===== config.mk =====
export PLATFORM = sky130hd
export DESIGN_NAME = first_stage_quadrant_writer
export DESIGN_NICKNAME = d
export VERILOG_FILES = /design/src/rtl/first_stage_quadrant_writer.sv
export SDC_FILE = /design/constraint.sdc
export NUM_CORES = 1
export LEC_CHECK = 0
export ABC_AREA = 1
export ABC_CLOCK_PERIOD_IN_PS = 2600
export CORE_MARGIN = 10
export CORE_UTILIZATION = 40
export CTS_BUF_LIST = sky130_fd_sc_hd__clkbuf_16
export DETAILED_ROUTE_END_ITERATION = 16
export GPL_ROUTABILITY_DRIVEN = 0
export PLACE_DENSITY = 0.69
export SLEW_MARGIN = 10
export SYNTH_ARGS = -nofsm -noshare
export SYNTH_HDL_FRONTEND = slang
export SYNTH_SLANG_ARGS = --single-unit

===== constraint.sdc =====
create_clock -name clock -period 2.6 [get_ports clock]
set_input_delay 0.78 -clock clock [delete_from_list [all_inputs] [get_ports clock]]
set_output_delay 0.78 -clock clock [all_outputs]
set_load 0.05 [all_outputs]

===== src/rtl/first_stage_quadrant_writer.sv =====
// rtl/first_stage_quadrant_writer.sv - write-back stage: accumulate, saturate and write quadrant pixels
//
// Purpose: consumes the signed product stream for one quadrant pass. It sums
// ELEMENTS products per output pixel, saturates the sum to 16 bits and writes
// the result at the pixel's full-image address. The loop order is element
// (fastest), then column, then row, then vector.
//
// Optional feature: FIRST_STAGE_RELU_EN. When defined, negative saturated
// results are written as 0.
//
// Ports:
//   clock          in   rising-edge system clock
//   clear          in   asynchronous active-high reset
//   start          in   one-cycle pulse, latches quadrant and begins a pass (IDLE only)
//   quadrant[1:0]  in   bit0 selects the column half, bit1 selects the row half
//   product_data   in   signed product for the current element
//   product_valid  in   product_data is valid
//   product_ready  out  a product is accepted this cycle (RUN)
//   write_address  out  {vector[1:0], 2'b00, row[3:0], col[3:0]}
//   write_data     out  saturated signed pixel result
//   write_en       out  one-cycle write strobe
//   busy           out  high in RUN and FLUSH
//   done           out  one-cycle pulse alongside the final write
module first_stage_quadrant_writer #(
  parameter int ELEMENTS = 9,
  parameter int COLS     = 8,
  parameter int ROWS     = 8,
  parameter int VECTORS  = 4
) (
  input  logic        clock,
  input  logic        clear,
  input  logic        start,
  input  logic [1:0]  quadrant,
  input  logic [15:0] product_data,
  input  logic        product_valid,
  output logic        product_ready,
  output logic [11:0] write_address,
  output logic [15:0] write_data,
  output logic        write_en,
  output logic        busy,
  output logic        done
);

  localparam int ELEM_W = (ELEMENTS > 1) ? $clog2(ELEMENTS) : 1;

  typedef enum logic [1:0] {IDLE, RUN, FLUSH} state_t;

  state_t              state, state_next;
  logic [ELEM_W-1:0]   elem_cnt;
  logic [3:0]          col_cnt;
  logic [3:0]          row_cnt;
  logic [1:0]          vec_cnt;
  logic [1:0]          quad_q;
  logic signed [23:0]  acc;

  logic                accept;
  logic                last_elem, last_col, last_row, last_vec;
  logic                final_accept;
  logic signed [23:0]  sum;
  logic [15:0]         sat;
  logic [15:0]         result;
  logic [3:0]          col_addr;
  logic [3:0]          row_addr;

  assign accept       = product_valid && (state == RUN);
  assign last_elem    = (elem_cnt == ELEM_W'(ELEMENTS - 1));
  assign last_col     = (col_cnt == 4'(COLS - 1));
  assign last_row     = (row_cnt == 4'(ROWS - 1));
  assign last_vec     = (vec_cnt == 2'(VECTORS - 1));
  assign final_accept = accept && last_elem && last_col && last_row && last_vec;

  // Quadrant offsets place the local pixel in the full image.
  assign col_addr = (quad_q[0] ? 4'(COLS) : 4'd0) + col_cnt;
  assign row_addr = (quad_q[1] ? 4'(ROWS) : 4'd0) + row_cnt;

  always_comb begin
    sum = acc + {{8{product_data[15]}}, product_data};
    if (sum > 24'sd32767) begin
      sat = 16'h7FFF;
    end else if (sum < -24'sd32768) begin
      sat = 16'h8000;
    end else begin
      sat = sum[15:0];
    end
`ifdef FIRST_STAGE_RELU_EN
    result = sat[15] ? 16'h0000 : sat;
`else
    result = sat;
`endif
  end

  always_ff @(posedge clock or posedge clear) begin
    if (clear) begin
      state <= IDLE;
    end else begin
      state <= state_next;
    end
  end

  always_comb begin
    state_next    = state;
    product_ready = 1'b0;
    busy          = 1'b0;
    done          = 1'b0;
    case (state)
      IDLE: begin
        if (start) begin
          state_next = RUN;
        end
      end
      RUN: begin
        product_ready = 1'b1;
        busy          = 1'b1;
        if (final_accept) begin
          state_next = FLUSH;
        end
      end
      FLUSH: begin
        // The final write is already on the write port this cycle.
        busy       = 1'b1;
        done       = 1'b1;
        state_next = IDLE;
      end
      default: begin
        state_next = IDLE;
      end
    endcase
  end

  always_ff @(posedge clock or posedge clear) begin
    if (clear) begin
      elem_cnt      <= '0;
      col_cnt       <= '0;
      row_cnt       <= '0;
      vec_cnt       <= '0;
      quad_q        <= '0;
      acc           <= '0;
      write_en      <= 1'b0;
      write_address <= '0;
      write_data    <= '0;
    end else begin
      write_en <= 1'b0;
      if ((state == IDLE) && start) begin
        quad_q   <= quadrant;
        elem_cnt <= '0;
        col_cnt  <= '0;
        row_cnt  <= '0;
        vec_cnt  <= '0;
        acc      <= '0;
      end else if (accept) begin
        if (last_elem) begin
          // Pixel complete: register the write and restart the accumulator so
          // the next pixel's first product can follow without a bubble.
          acc           <= '0;
          write_en      <= 1'b1;
          write_data    <= result;
          write_address <= {vec_cnt, 2'b00, row_addr, col_addr};
          elem_cnt      <= '0;
          if (last_col) begin
            col_cnt <= '0;
            if (last_row) begin
              row_cnt <= '0;
              vec_cnt <= last_vec ? 2'd0 : vec_cnt + 2'd1;
            end else begin
              row_cnt <= row_cnt + 4'd1;
            end
          end else begin
            col_cnt <= col_cnt + 4'd1;
          end
        end else begin
          acc      <= sum;
          elem_cnt <= elem_cnt + ELEM_W'(1);
        end
      end
    end
  end

endmodule


==> key figures <==
Power
  • VDD IR-drop max: about 1.1 mV
  • Psw: approximately 4800 µW
  • Sw frac: roughly half
  • Power per cell area: 1390 nW/µm²
  • Combinational Power Share: roughly two thirds
  • Pint: between 5000 and 6000 µW
  • Sequential fraction of design power: 18.6%
  • Leakage: around 0.0036 µW
  • Clk network pwr share: 13.0%

Min path
  • Hold-critical path endpoint: write_address[0]
  • Worst Min Path Start: write_address[0]
  • Hold WC Path Type: register to register
  • Worst Hold Path Cells: 2

Yosys
  • Synthesis Warnings: 0
  • Post-synthesis sequential area ratio: 37.5%
  • Synthesized area: 4600 µm²
  • Post-Syn Instances: 634
  • Number of synthesized register bits: about 70
  • Syn_area_per_cell: ~7.3 µm²
  • Unique masters post-synth: 29

Floorplan
  • Die Width: about 130 µm
  • Initial Util: 40.7%
  • Top Ports: 54
  • Die Height: ~130 µm
  • Cell Rows: 39
  • Placeable Area: around 11,000 µm²
  • Die ar.: 16,200 µm²

Finish
  • Most frequent cells in the layout: nand2_1 (164), buf_4 (101), inv_1 (79)
  • Register area: 1730 µm²
  • Final Instance Area: 7140 µm²
  • Antenna diodes: 0
  • Number of fill cells: 859
  • Area taken by multi-input logic gates: approximately 3300 µm²
  • Commonest non-fill, non-tap cell in the layout: nand2_1
  • Area grow syn2layout: 55.1%
  • Layout cells sized above 1: 35.9%
  • Nets@finish: 847

Critical path
  • CP endpoint kind: register
  • Largest fanout on the critical path: 7
  • Reg2reg start: acc[0]
  • CP Class: input port to register
  • CP Launch Type: input port
  • Req. time, crit path: between 2 and 3 ns
  • R2r worst-path depth: 15
  • Worst reg2reg endpoint: write_data[11]
  • Crit path DAT: around 3.0 ns
  • R2r setup slk: -0.04 ns

Clock network
  • Clock Latency Late Sink: approximately 0.33 ns
  • Clock sinks: about 70
  • H-tree level count: 3
  • CTS Root Cell: clkbuf_16
  • CTS Hold Bufs: 0
  • Clk buf depth: 2
  • TritonCTS clock tree: done
  • Clock-pin slew on the worst setup and hold paths: approximately 0.060 ns
  • Total CTS buffers: 9

Global routing
  • Largest net degree at the start of global routing: 26
  • Initial antenna violation count: 0
  • All-Layer GR Usage: 18.6%
  • Global-route wire length before repair: roughly 25 mm
  • Gr ovfl total: 0
  • Vias in the first global route: approximately 5,000

STA
  • Skew final: 0.00349 ns
  • Fin crit share: 106%
  • Worst-Margin Slew: 0.827 ns
  • Setup-failing EPs final: 16
  • Setup ws final: -0.152 ns
  • Max_slew headroom: between 40% and 50%
  • Setup TNS: -2.10 ns
  • Slew Viols, Final: 0
  • Hold Violations, Final: 0
  • Tmin final: 2.75 ns
  • Peak Freq: 0.363 GHz
  • RSZ-0062 raised after global routing: yes

Route
  • Routed Antenna Nets: 0
  • Final WL: 17.0 mm
  • DR pass1 iterations: 5
  • Via density: 5.52
  • Initial DRC Count: 460
  • Avg WL per Cell: about 18 µm
  • DRC violations left: 0
  • Vias: just over 5,000

Placed design
  • PortBufs: 51
  • Setup Slack @ Placement: -0.888 ns
  • Detailed placement HPWL: approximately 10 mm
  • Placed cell area: roughly 5900 µm²

Outcome
  • Status: finished, violations left
  • Failing checks: setup timing

Job
  • Max-Cap Viols: 0
## registers in the layout, indices dropped and copies added, names as in the netlist
name / flops
write_address: 10
elem_cnt: 4
write_data: 16
acc: 24
state: 2
col_cnt: 4
quad_q: 2
write_en: 1
vec_cnt: 2
row_cnt: 4
## synthesized netlist by cell type (all sizes together)
cell	count	area share, %
conb	1	0.081
and3	1	0.14
clkbuf	8	0.65
o21ai	29	3.2
nand4	9	1.4
ha	32	8.7
nand2	218	18
nand3b	3	0.49
fa	1	0.43
o21bai	2	0.33
xor2	13	2.5
a32o	15	3.3
nor3	7	0.76
o41ai	1	0.19
buf	4	0.82
o31ai	3	0.49
nand3	31	3.7
nor2	55	4.8
xnor2	7	1.3
inv	86	7.0
dfrtp	69	38
a21oi	37	4.3
a31oi	2	0.27
## worst max-delay path: stages
cell and delay, ns:
clkdlybuf4s15_1 0.20, ha_4 0.33, nand2_2 0.07, nand2_2 0.10, nand2_2 0.08, nand2_2 0.12, inv_1 0.07, nand3_2 0.10
nand2_2 0.07, nand2_1 0.08, nand2_1 0.10, nand2_2 0.10, nand2_2 0.06, nor2_2 0.13, nand2_2 0.09, a21oi_4 0.24
clkbuf_16 0.20, a21oi_2 0.06
## logic make-up after synthesis
| family | after synthesis | synth area share [%] |
|---|---|---|
| AOI/OAI and AO/OA | 89 | 12.0 |
| other | 1 | 0.0815 |
| adders and majority gates | 33 | 9.13 |
| DFF | 69 | 37.5 |
| buffers and inverters | 98 | 8.48 |
| xor gates and xnor gates | 20 | 3.81 |
| and+or+nand+nor | 324 | 29.0 |
## metrics by stage
| step | cells | power, µW | utilization [%] | hold WS [ns] |
|---|---|---|---|---|
| 6_report | 940 | 9890 | 63.1 | 0.466 |
| 5_1_grt | 940 | 10500 | 63.1 | 0.509 |
| 4_1_cts | 928 | 8950 | 60.6 | 0.474 |
| 3_5_place_dp | 895 | 6680 | 51.8 | 0.459 |
| 3_3_place_gp | 895 | 6590 | 51.8 | 0.457 |
| 2_1_floorplan | 635 | 4790 | - | 0.457 |
## routing by layer
layer | wire (µm) | up-vias | track usage [%]
met5 | 0 | - | 0
li1 | - | 2363 | -
met2 | 8260 | 284 | 32.4
met3 | 1420 | 89 | 3.35
met1 | 6400 | 2452 | 21.5
met4 | 914 | 0 | 9.24
## worst max path at each step
stage / start / to / slack (ns)
4_1_cts: product_data[11] / write_data[3] / -0.03
3_5_place_dp: product_data[15] / write_data[1] / -0.89
3_3_place_gp: product_data[15] / write_data[12] / -0.82
2_1_floorplan: product_data[0] / write_data[0] / -0.006
6_report: product_data[7] / write_data[11] / -0.15
5_1_grt: product_data[7] / write_data[11] / -0.22
## what timing repair did
item                                   4_1_cts  5_1_grt
gates resized for setup                    134       87
setup endpoints to repair                   21       16
endpoints found under the hold margin        0        0
buffers inserted                            16       11
pin swaps                                   41       47
cloned                                       1        1
## final cells by class
type | count | share of cell area (%)
Clock buffer | 9 | 3.15
Clock inverter | 7 | 1.26
Inverter | 86 | 4.52
Multi-Input combinational cell | 469 | 45.9
Sequential cell | 69 | 24.2
Tap cell | 143 | 2.51
Timing Repair Buffer | 157 | 18.5
## power by group through the flow
stage | combinational [µW] | sequential, µW | clock [µW]
2_1_floorplan | 2650 | 2140 | 0
3_3_place_gp | 4850 | 1740 | 0
3_5_place_dp | 4920 | 1760 | 0
4_1_cts | 5820 | 1820 | 1310
5_1_grt | 7230 | 1880 | 1360
6_report | 6770 | 1840 | 1290
Note: power is estimated with default switching activity, not from simulation.
